[src/rtl/enigma_pkg.sv]
// Shared types, defaults and modular helpers for the Enigma rotor stage.
// Optional feature macro: ENIGMA_DOUBLE_STEP_EN (middle-rotor double step).
package enigma_pkg;

    localparam int N_DEF     = 26;
    localparam int W_DEF     = 6;
    localparam int NOTCH_DEF = 25;

    // Index width for the largest alphabet (64), plus one carry/sign bit.
    localparam int IDX_W = 6;
    localparam int EXT_W = IDX_W + 1;

    typedef logic [EXT_W-1:0] ext_t;

    function automatic ext_t mod_add(input ext_t a, input ext_t b, input ext_t n);
        ext_t s;
        s = a + b;
        if (s >= n) begin
            s = s - n;
        end
        return s;
    endfunction

    // Top bit of the difference acts as the sign since both operands are < 64.
    function automatic ext_t mod_sub(input ext_t a, input ext_t b, input ext_t n);
        ext_t d;
        d = a - b;
        if (d[EXT_W-1]) begin
            d = d + n;
        end
        return d;
    endfunction

endpackage

[src/rtl/enigma_rotor_stage_if.sv]
// Letter bus of the rotor stage: one-hot letter in, one-hot letter out.
interface enigma_rotor_stage_if #(
    parameter int N = 26
);
    logic         in_valid;
    logic [N-1:0] in_onehot;
    logic         dir;
    logic         out_valid;
    logic [N-1:0] out_onehot;
    logic         out_err;

    modport master (
        output in_valid,
        output in_onehot,
        output dir,
        input  out_valid,
        input  out_onehot,
        input  out_err
    );

    modport slave (
        input  in_valid,
        input  in_onehot,
        input  dir,
        output out_valid,
        output out_onehot,
        output out_err
    );
endinterface

[src/rtl/enigma_onehot2idx.sv]
// One-hot to binary index; err flags zero or multiple set bits.
module enigma_onehot2idx #(
    parameter int N = 26,
    parameter int W = 6
) (
    input  logic [N-1:0] onehot,
    output logic [W-1:0] idx,
    output logic         err
);

    logic seen;
    logic multi;

    always_comb begin
        idx   = '0;
        seen  = 1'b0;
        multi = 1'b0;
        for (int i = 0; i < N; i++) begin
            if (onehot[i]) begin
                if (seen) begin
                    multi = 1'b1;
                end
                seen = 1'b1;
                idx  = idx | W'(i);
            end
        end
        err = !seen || multi;
    end

endmodule

[src/rtl/enigma_rotor_stage.sv]
// Pipelined Enigma rotor offset stage with its own stepping position register.
// Define ENIGMA_DOUBLE_STEP_EN to let a rotor on its notch step itself on key.
module enigma_rotor_stage
    import enigma_pkg::*;
#(
    parameter int N     = N_DEF,
    parameter int W     = W_DEF,
    parameter int NOTCH = NOTCH_DEF
) (
    input  logic                 clk,
    input  logic                 reset,
    input  logic                 load,
    input  logic [W-1:0]         load_pos,
    input  logic                 key,
    input  logic                 step_in,
    output logic                 step_out,
    output logic [W-1:0]         pos,
    enigma_rotor_stage_if.slave  bus
);

    localparam logic [W-1:0] NOTCH_P = W'(NOTCH);
    localparam logic [W-1:0] LAST_P  = W'(N - 1);
    localparam logic [W:0]   N_P     = (W + 1)'(N);
    localparam ext_t         N_EXT   = EXT_W'(N);
    localparam logic [N-1:0] ONE     = {{(N - 1){1'b0}}, 1'b1};

    logic advance;
    logic at_notch;

    assign at_notch = (pos == NOTCH_P);

`ifdef ENIGMA_DOUBLE_STEP_EN
    assign advance = step_in || (key && at_notch);
`else
    logic unused_key;
    assign unused_key = key;
    assign advance    = step_in;
`endif

    assign step_out = advance && at_notch && !load;

    // Out-of-range loads are dropped; load wins over a step.
    always_ff @(posedge clk) begin
        if (reset) begin
            pos <= '0;
        end else if (load) begin
            if ({1'b0, load_pos} < N_P) begin
                pos <= load_pos;
            end
        end else if (advance) begin
            pos <= (pos == LAST_P) ? '0 : pos + 1'b1;
        end
    end

    logic [W-1:0] idx0;
    logic         err0;

    enigma_onehot2idx #(
        .N (N),
        .W (W)
    ) u_o2i (
        .onehot (bus.in_onehot),
        .idx    (idx0),
        .err    (err0)
    );

    logic         valid1;
    logic         dir1;
    logic         err1;
    logic [W-1:0] idx1;

    always_ff @(posedge clk) begin
        if (reset) begin
            valid1 <= 1'b0;
            dir1   <= 1'b0;
            err1   <= 1'b0;
            idx1   <= '0;
        end else begin
            valid1 <= bus.in_valid;
            dir1   <= bus.dir;
            err1   <= err0;
            idx1   <= idx0;
        end
    end

    // pos here already reflects any step taken on the stage-1 edge.
    ext_t         res_ext;
    logic [W-1:0] res;

    always_comb begin
        if (dir1) begin
            res_ext = mod_sub(EXT_W'(idx1), EXT_W'(pos), N_EXT);
        end else begin
            res_ext = mod_add(EXT_W'(idx1), EXT_W'(pos), N_EXT);
        end
        res = W'(res_ext);
    end

    always_ff @(posedge clk) begin
        if (reset) begin
            bus.out_valid  <= 1'b0;
            bus.out_onehot <= '0;
            bus.out_err    <= 1'b0;
        end else begin
            bus.out_valid <= valid1;
            if (valid1 && !err1) begin
                bus.out_onehot <= ONE << res;
                bus.out_err    <= 1'b0;
            end else begin
                bus.out_onehot <= '0;
                bus.out_err    <= valid1 && err1;
            end
        end
    end

endmodule

[src/flat_wrapper.sv]
// flat-port wrapper written by rule: the top's interface ports become plain ports
module enigma_rotor_stage_flat import enigma_pkg::*;
#(
    parameter int N     = N_DEF,
    parameter int W     = W_DEF,
    parameter int NOTCH = NOTCH_DEF
)
  (clk, reset, load, load_pos, key, step_in, step_out, pos, bus_in_valid, bus_in_onehot, bus_dir, bus_out_valid, bus_out_onehot, bus_out_err);
  enigma_rotor_stage_if #(.N(N)) bus_i ();
  input  logic clk;
  input  logic reset;
  input  logic load;
  input  logic [W-1:0] load_pos;
  input  logic key;
  input  logic step_in;
  output logic step_out;
  output logic [W-1:0] pos;
  input wire logic [$bits(bus_i.in_valid)-1:0] bus_in_valid;
  input wire logic [$bits(bus_i.in_onehot)-1:0] bus_in_onehot;
  input wire logic [$bits(bus_i.dir)-1:0] bus_dir;
  output wire logic [$bits(bus_i.out_valid)-1:0] bus_out_valid;
  output wire logic [$bits(bus_i.out_onehot)-1:0] bus_out_onehot;
  output wire logic [$bits(bus_i.out_err)-1:0] bus_out_err;
  assign bus_i.in_valid = bus_in_valid;
  assign bus_i.in_onehot = bus_in_onehot;
  assign bus_i.dir = bus_dir;
  assign bus_out_valid = bus_i.out_valid;
  assign bus_out_onehot = bus_i.out_onehot;
  assign bus_out_err = bus_i.out_err;
  enigma_rotor_stage #(.N(N), .W(W), .NOTCH(NOTCH)) u_core (.clk(clk), .reset(reset), .load(load), .load_pos(load_pos), .key(key), .step_in(step_in), .step_out(step_out), .pos(pos), .bus(bus_i));
endmodule
[config.mk]
export PLATFORM = sky130hd
export DESIGN_NAME = enigma_rotor_stage_flat
export DESIGN_NICKNAME = d
export VERILOG_FILES = /design/src/rtl/enigma_pkg.sv /design/src/rtl/enigma_rotor_stage_if.sv /design/src/rtl/enigma_onehot2idx.sv /design/src/rtl/enigma_rotor_stage.sv /design/src/flat_wrapper.sv
export SDC_FILE = /design/constraint.sdc
export NUM_CORES = 1
export LEC_CHECK = 0
export BUFFER_PORTS_ARGS = -buffer_cell sky130_fd_sc_hd__clkbuf_2
export CORE_MARGIN = 4
export CORE_UTILIZATION = 53
export DETAILED_ROUTE_END_ITERATION = 7
export PLACE_DENSITY = 0.8
export SLEW_MARGIN = 20
export SYNTH_ARGS = -nofsm -noshare
export SYNTH_HDL_FRONTEND = slang
export SYNTH_HIERARCHICAL = 1
export SYNTH_SLANG_ARGS = --single-unit
export TNS_END_PERCENT = 10
[constraint.sdc]
create_clock -name clk -period 3.7 [get_ports clk]
set_clock_uncertainty 0.05 [all_clocks]
set_input_delay 1.11 -clock clk [delete_from_list [all_inputs] [get_ports clk]]
set_output_delay 1.11 -clock clk [all_outputs]
set_load 0.03 [all_outputs]
==> reports/qor.yml, run 1 <==
synthesis:
  synth_area_leaders: "dfxtp_1, ha_1, nor2_1"
  ys_types: 62
  syn-instance-count: 343
  syn_area_sq_um: 2820
  async_reset_ff_share_pct: 0
  ys_seq_area_share_pct: 30.5
  yosys.area.top_type: "dfxtp_1"
  synth_top_area_share_pct: 30.5
  synth_top_flop_cell: "dfxtp_1"
  avgSynthCellArea_sq_um: 8.22
  syn-num-nets: 400
  yosysWarningCount: 6
  ys_ff_latch: 43
  synth_edf_count: 0
timing:
  finalSetupViolCount: 0
  hold_viol: 0
  relSlewSlack_pct: 63.9
  fin_crit_sh_pct: 90.1
  fmax_mhz: 300
  fin_tns_setup_ns: 0
  min_period_ns: 3.33
  worst_slew_pin_slew_ns: 0.541
  drv_slew: 0
  grt_setup_unrepaired: "false"
clock_network:
  clk_path_buf_depth: 2
  cts-root-buf: "clkbuf_8"
  cts_tree: "built"
  cts_hold_buf: 0
  post_cts_buffers: 0
  clock_sinks: 43
  clk_latency_ns: 0.29
  cts_resized: 0
  clk_pin_slew_ns: 0.08
  cts_inserted_buffers: 5
  htreeDepth: 2
detailed_routing:
  post_drt_wl_per_cell_um: 14.1
  vias: 2815
  via_per_inst: 5.74
  route.detailed.drc: 0
  first_pass_iters: 6
  wl_um: 6930
  drtIter0Drc: 245
  detail-route-antenna-nets: 0
grt:
  grt.total_usage_pct: 21.9
  grt-ovfl-total: 0
  grt_pass1_vias: 2559
  grt_max_degree: 17
  grt_pass1_wl_um: 11400
  antenna_found_initial: 0
floorplanning:
  initial_utilization_pct: 54.8
  coreArea_sq_um: 5140
  die_h_um: 80.9
  die_w_um: 80.9
  die-area_sq_um: 6550
  rows: 26
  io_pins: 74
placement:
  port-buffer-count: 72
  place_congestion: 0.967
  place_area_sq_um: 3270
  dp_hpwl_um: 5520
worst_setup_path:
  worstPathRequired_ns: 3.87
  cp_max_fo: 6
  startpoint_type: "register"
  slowest_delay_ns: 0.49
  crit_chain: "inv_1 -> fa_1 -> xnor2_1 -> ha_1 -> inv_1 -> a31oi_2 -> a211oi_1 -> a211oi_2 -> mux2i_1 -> nand2_1 -> or3_1 -> nor3_1"
  cp_slowest_cell: "fa_1"
  crit_path_end_kind: "register"
  path_common_cell: "inv_1"
  arrival_ns: 3.51
  worstSetupPathType: "reg2reg"
cells_and_area:
  fin_util_pct: 65.5
  drive_gt1_share_pct: 25.7
  final_area_sq_um: 3370
  fill_cells: 445
  nets: 476
  insertedDiodeCount: 0
  areaGrowthSynthToFinish_pct: 19.4
run:
  max-cap-violations: 0
run_status:
  status: "finished clean"
power:
  finalPower_mw: 1.16
  vdd_drop_max_mv: 0.194
  power.leakage_nw: 1.40
  p_per_area_nw_per_um2: 344
worst_hold_path:
  worstHoldPathType: "reg2reg"
## metrics by stage
stage	hold slack (ns)	worst slack (ns)	cells
floorplan	0.380	0.269	343
global route	0.444	0.108	490
detailed placement	0.402	0.288	482
finish	0.414	0.367	490
CTS	0.422	0.255	490
global placement	0.392	0.380	482
## state kept, by name (all words and copies together) (netlist names)
| name | flops |
|---|---|
| u_core/bus.out_err | 1 |
| u_core/idx1 | 6 |
| u_core/err1 | 1 |
| u_core/valid1 | 1 |
| u_core/bus.out_valid | 1 |
| u_core/pos | 6 |
| u_core/dir1 | 1 |
| u_core/bus.out_onehot | 26 |
## report_power, final
| part | switching (mW) | leakage [nW] | total (mW) | internal [mW] |
|---|---|---|---|---|
| clock network | 0.154 | 0.0412 | 0.286 | 0.132 |
| logic | 0.242 | 1.01 | 0.388 | 0.146 |
| registers | 0.0108 | 0.350 | 0.484 | 0.474 |
## synthesized netlist by cell type, types with 4 or more instances
library cell and n:
and2_1 5, nor2b_1 18, nand3_1 12, ha_1 16, a21oi_1 15, a22oi_1 5
nor4_1 5, a31oi_1 6, o21ai_0 12, inv_1 20, nor2_1 34, or3_1 7
a211oi_1 10, xnor2_1 5, nor3_1 23, nand2_1 18, nand2b_1 4, o311ai_0 4
dfxtp_1 43, or2_2 4, a21o_1 7, clkbuf_1 7
## cell families (layout without fill, tap and decap cells)
| group | Yosys count | after routing | synth area share, % |
|---|---|---|---|
| and+or+nand+nor | 155 | 155 | 31.9 |
| AOI/OAI and AO/OA | 88 | 88 | 21.9 |
| DFF | 43 | 43 | 30.5 |
| buffers and inverters | 30 | 107 | 4.44 |
| adders and majority gates | 19 | 19 | 8.88 |
| xor gates and xnor gates | 6 | 6 | 1.86 |
| other | 1 | 1 | 0.133 |
| muxes | 1 | 1 | 0.355 |
## metal layers
layer / track usage [%] / wire (um) / vias to the layer above
li1: - / - / 1415
met2: 37.3 / 3390 / 98
met4: 8.78 / 186 / 0
met1: 27.9 / 2980 / 1287
met3: 2.88 / 377 / 15
met5: 0 / 0 / -
## cell usage in the layout (no fill, tap or decap), drive strengths merged, types with 4 or more instances in the layout
| cell type | netlist | final |
|---|---|---|
| dfxtp | 43 | 43 |
| a31oi | 6 | 6 |
| xnor2 | 5 | 5 |
| a22oi | 5 | 5 |
| nor3b | 4 | 4 |
| a21oi | 16 | 16 |
| clkbuf | 7 | 78 |
| nor3 | 24 | 24 |
| buf | 3 | 7 |
| a211o | 5 | 5 |
| or3 | 8 | 8 |
| o311ai | 4 | 4 |
| inv | 20 | 20 |
| a211oi | 10 | 10 |
| and2 | 5 | 5 |
| or4 | 5 | 5 |
| nand4 | 4 | 4 |
| nand2b | 4 | 4 |
| nor2b | 18 | 18 |
| nand2 | 18 | 18 |
| nand3 | 12 | 12 |
| o21ai | 13 | 13 |
| ha | 16 | 16 |
| nor2 | 34 | 34 |
| a21o | 7 | 7 |
| or2 | 5 | 5 |
| nor4 | 8 | 8 |
## final timing paths
kind,from,end,slack [ns],cells past startpoint
max,u_core/pos[1],u_core/bus.out_onehot[25],0.37,12
min,u_core/err1,u_core/bus.out_err,0.41,1
max reg2reg,u_core/pos[1],u_core/bus.out_onehot[25],0.37,12
min reg2reg,u_core/err1,u_core/bus.out_err,0.41,1
## area by class of cell
cell class,instances,area [sq um],area share [%]
clock inverters,2,12.5,0.372
repair buffers,79,413,12.3
clock buffers,6,72.6,2.16
flip-flops and latches,43,861,25.6
well taps,70,87.6,2.60
inverters,20,75.1,2.23
multi-input cells,270,1840,54.8
## critical path: cells and delay by family, from the launching register on
kind            cells  cell delay [ns]
xor+xnor            1             0.21
flops               1             0.46
mux                 1             0.28
fa+ha+maj           2             0.70
compound gates      3             0.62
simple gates        3             0.70
buf+inv             2             0.24
(Power assumes the default switching activity.)
==> run 2: changes to the inputs <==
Settings changed: ABC_CLOCK_PERIOD_IN_PS set to 3800, SETUP_SLACK_MARGIN set to 0.4.
Clock period 3.7 ns to 3.8 ns, I/O delays scaled along.
==> run 2 against run 1 <==
Net effect:
- non-clock buffer count shrank 3
- die area did not move
- worst setup slack improved by 0.20 ns
- wire length up 2.7%
- clock power decreased by 3%
- final cell count shrank 0.61%
- critical path depth unchanged
- largest power group unchanged
- register-to-register slack better by 0.20 ns
- sequential power fell by 2%
- via count rose by 0.25%
- sequential cell count stayed put
- combinational power up 3%
==> reports/qor.yml, run 2 (synthesis results as in run 1) <==
floorplanning:
  rows: 26
  die_w_um: 80.9
  coreArea_sq_um: 5140
  die_h_um: 80.9
  initial_utilization_pct: 54.8
  io_pins: 74
  die-area_sq_um: 6550
clock_network:
  cts-root-buf: "clkbuf_8"
  cts_hold_buf: 0
  clk_latency_ns: 0.29
  post_cts_buffers: 0
  htreeDepth: 2
  cts_tree: "built"
  clk_pin_slew_ns: 0.08
  cts_inserted_buffers: 5
  clock_sinks: 43
  clk_path_buf_depth: 2
power:
  power.leakage_nw: 1.40
  vdd_drop_max_mv: 0.218
  p_per_area_nw_per_um2: 336
cells_and_area:
  nets: 473
  final_common_cell: "clkbuf_2"
  insertedDiodeCount: 0
  areaGrowthSynthToFinish_pct: 21.5
  reg_top3: "u_core/bus.out_onehot (26), u_core/idx1 (6), u_core/pos (6)"
  drive_gt1_share_pct: 27.8
  largest_register_ffs: 26
  mostFrequentLayoutCells: "clkbuf_2, dfxtp_1, nor2_1, nor3_1, inv_1"
  fill_cells: 444
  regMostFlops: "u_core/bus.out_onehot"
detailed_routing:
  via_per_inst: 5.79
  first_pass_iters: 6
  vias: 2822
  drtIter0Drc: 335
  route.detailed.drc: 0
  wl_um: 7120
  detail-route-antenna-nets: 0
  post_drt_wl_per_cell_um: 14.6
worst_setup_path:
  worstSetupPathType: "reg2reg"
  startpoint_type: "register"
  crit_path_end_kind: "register"
  worstPathRequired_ns: 3.97
  arrival_ns: 3.40
  cp_max_fo: 8
grt:
  grt.total_usage_pct: 21.6
  grt_max_degree: 17
  grt_pass1_vias: 2554
  grt-ovfl-total: 0
  antenna_found_initial: 0
  grt_pass1_wl_um: 11200
timing:
  fin_tns_setup_ns: 0
  finalSetupViolCount: 0
  grt_setup_unrepaired: "true"
  fmax_mhz: 310
  drv_slew: 0
  relSlewSlack_pct: 56.4
  fin_hold_ws_ns: 0.408
  worst_slew_pin_slew_ns: 0.651
  hold_viol: 0
  fin_crit_sh_pct: 85.0
  min_period_ns: 3.23
placement:
  place_congestion: 0.933
  port-buffer-count: 72
  dp_hpwl_um: 5450
run:
  max-cap-violations: 0
worst_hold_path:
  worstHoldPathType: "reg2reg"
run_status:
  status: "finished clean"
==> run 2: area by class of cell <==
| type | count | area, sq um | share of cell area [%] |
|---|---|---|---|
| multi-input combinational | 270 | 1920 | 56.0 |
| clock inverter | 2 | 12.5 | 0.365 |
| inverter | 20 | 75.1 | 2.19 |
| timing repair buffer | 76 | 390 | 11.4 |
| clock buffer | 6 | 72.6 | 2.12 |
| sequential | 43 | 867 | 25.3 |
| tap | 70 | 87.6 | 2.56 |
==> run 2: stage by stage <==
stage,power (mW),setup slack (ns),area [sq um],util [%],instances
floorplan,0.746,0.408,2820,-,343
global placement,0.831,0.428,3250,63.2,479
detailed placement,0.841,0.322,3250,63.2,479
CTS,1.12,0.391,3350,65.2,487
global route,1.22,0.326,3420,66.6,487
finish,1.15,0.569,3420,66.6,487
==> run 2: worst paths after layout <==
check | slack (ns) | cells past startpoint | startpoint | end
max | 0.57 | 12 | u_core/pos[0] | u_core/bus.out_onehot[25]
min | 0.41 | 1 | u_core/err1 | u_core/bus.out_err
max reg2reg | 0.57 | 12 | u_core/pos[0] | u_core/bus.out_onehot[25]
min reg2reg | 0.41 | 1 | u_core/err1 | u_core/bus.out_err
==> run 2: metal layers <==
metal,vias up,GRT usage [%],share of wire (%)
met1,1306,27.2,43
met3,15,3.33,5.3
met5,-,0,0
li1,1411,-,-
met2,90,37.4,50
met4,0,7.26,2.1
==> run 2: power by group <==
part | total, mW | internal [mW] | switching (mW)
combinational | 0.398 | 0.150 | 0.248
sequential | 0.474 | 0.462 | 0.0123
clock | 0.278 | 0.128 | 0.150
==> run 2: critical path, stage by stage, from the launching register on <==
cell and delay, ns:
dfxtp_4 0.40, ha_1 0.19, inv_1 0.07, fa_1 0.61, ha_1 0.22, inv_1 0.09, a31oi_4 0.21, nor3b_2 0.09
a211oi_2 0.31, mux2i_1 0.25, nand2_1 0.12, or3_4 0.40, nor3_1 0.14
==> run 2: what timing repair did <==
action / 4_1_cts / 5_1_grt
setup endpoints to repair: 8 / 26
gates resized for setup: 2 / 16
pin swaps: 0 / 2
==> run 3: changes to the inputs <==
Settings changed: CORE_UTILIZATION 53 to 55, CTS_BUF_LIST set to sky130_fd_sc_hd__clkbuf_8, PLACE_DENSITY 0.8 to 0.83.
==> run 3 against run 2 <==
Net effect:
- design area decreased by 0.11%
- combinational power decreased by 2%
- first-iteration DRC count decreased by 28%
- sequential cell count unchanged
- global-route usage increased by 0.44 points
- maximum frequency decreased by 1.8%
- sequential share of layout area increased by 0.064 points
- sequential power about the same
- critical endpoint unchanged
- critical path depth unchanged
- utilization increased by 3.9 points
- final cell count decreased by 0.82%
==> reports/qor.yml, run 3 (synthesis results as in run 1) <==
run_status:
  status: "finished clean"
grt:
  grt_max_degree: 17
  grt_pass1_wl_um: 11200
  grt_pass1_vias: 2556
  grt-ovfl-total: 0
  grt.total_usage_pct: 22.0
  antenna_found_initial: 0
floorplanning:
  die-area_sq_um: 6330
  rows: 25
  initial_utilization_pct: 58.1
  die_w_um: 79.6
  coreArea_sq_um: 4850
  die_h_um: 79.6
  io_pins: 74
clock_network:
  clk_path_buf_depth: 2
  cts_inserted_buffers: 5
  clk_pin_slew_ns: 0.08
  cts_hold_buf: 0
  clock_sinks: 43
  post_cts_buffers: 0
  cts-root-buf: "clkbuf_8"
  cts_tree: "built"
  clk_latency_ns: 0.29
  htreeDepth: 2
worst_setup_path:
  startpoint_type: "register"
  critical_path_cell_count: 12
  crit_family: "adder cells"
  slowest_delay_ns: 0.60
  worstPathRequired_ns: 3.97
  arrival_ns: 3.46
  r2r_cells: 12
  cp_max_fo: 8
  cp_slowest_cell: "fa_1"
  worstSetupPathType: "reg2reg"
  crit_chain: "ha_1 -> inv_1 -> fa_1 -> ha_1 -> inv_1 -> a31oi_2 -> nor3b_1 -> a211oi_2 -> mux2i_1 -> nand2_1 -> or3_4 -> nor3_1"
  crit_path_end_kind: "register"
  critical_path_buf_inv_count: 2
cells_and_area:
  reg_top3: "u_core/bus.out_onehot (26), u_core/idx1 (6), u_core/pos (6)"
  drive_gt1_share_pct: 27.9
  multiInputGateArea_sq_um: 1900
  largest_register_ffs: 26
  insertedDiodeCount: 0
  fill_cells: 394
  regMostFlops: "u_core/bus.out_onehot"
  areaGrowthSynthToFinish_pct: 21.3
  final_common_cell: "clkbuf_2"
  fin_util_pct: 70.6
  mostFrequentLayoutCells: "clkbuf_2, dfxtp_1, nor2_1, nor3_1, inv_1"
  nets: 472
  fin_cells: 483
  seq_area_sq_um: 868
detailed_routing:
  via_per_inst: 5.95
  drtIter0Drc: 242
  vias: 2872
  detail-route-antenna-nets: 0
  first_pass_iters: 5
  route.detailed.drc: 0
  wl_um: 7010
  post_drt_wl_per_cell_um: 14.5
placement:
  place_congestion: 0.917
  port-buffer-count: 72
  dp_hpwl_um: 5320
  dp_cells: 475
  dp_slack_ns: 0.352
timing:
  fin_tns_setup_ns: 0
  fin_crit_sh_pct: 86.5
  worst_slew_pin_slew_ns: 0.554
  min_period_ns: 3.29
  fin_ws_ns: 0.512
  finalSetupViolCount: 0
  fmax_mhz: 304
  hold_viol: 0
  drv_slew: 0
  relSlewSlack_pct: 63.0
  grt_setup_unrepaired: "true"
worst_hold_path:
  worstHoldPathType: "reg2reg"
  holdPathStages: 1
power:
  finalPower_mw: 1.21
  vdd_drop_max_mv: 0.211
  power.leakage_nw: 1.40
  p_per_area_nw_per_um2: 354
run:
  max-cap-violations: 0
==> run 3: changes by cell type in the layout (fill, tap and decap cells not counted), sizes merged <==
cell,change
clkbuf,-1
bufinv,+1
buf,-1
clkinvlp,-1
clkinv,+1
==> run 3: timing repair <==
item,CTS,global route
cloned,0,0
gates resized for setup,3,14
pin swaps,0,2
endpoints found under the setup margin,12,26
==> run 3: layout make-up <==
class / instances / share of cell area, %
flip-flops and latches: 43 / 25.4
repair buffers: 75 / 11.2
clock buffers: 5 / 2.01
inverters: 20 / 2.19
multi-input cells: 270 / 55.5
well taps: 67 / 2.45
clock inverters: 3 / 1.28
==> run 3: worst register-to-register path: cells and delay by family (launching register included) <==
kind / cells / cell delay, ns
AND/OR/NAND/NOR: 4 / 0.80
AO/OA/AOI/OAI: 2 / 0.53
flip-flops: 1 / 0.40
buffers and inverters: 2 / 0.15
multiplexers: 1 / 0.27
adder cells (fa/ha/maj): 3 / 1.02
==> run 3: stage by stage <==
step	instance area [sq um]	hold WS (ns)
after floorplan	2820	0.380
after global placement	3240	0.391
after detailed placement	3240	0.406
after CTS	3370	0.427
after global routing	3420	0.437
final	3420	0.418
==> run 3: path summary, 6_finish.rpt <==
check,start,endpoint,slack [ns]
worst max register to register,u_core/pos[0],u_core/bus.out_onehot[25],0.51
worst min register to register,u_core/err1,u_core/bus.out_err,0.42
worst max-delay path,u_core/pos[0],u_core/bus.out_onehot[25],0.51
worst min-delay path,u_core/err1,u_core/bus.out_err,0.42
==> run 3: power by group <==
group          switching, mW  internal [mW]
sequential            0.0134          0.462
combinational          0.245          0.145
clock                  0.150          0.196
==> run 3: layer usage <==
| layer | wire (um) | share of wire, % | global-route usage [%] |
|---|---|---|---|
| met1 | 2990 | 43 | 27.3 |
| met2 | 3330 | 48 | 36.8 |
| met3 | 504 | 7.2 | 3.72 |
| met4 | 179 | 2.6 | 10.5 |
| met5 | 0 | 0 | 0 |
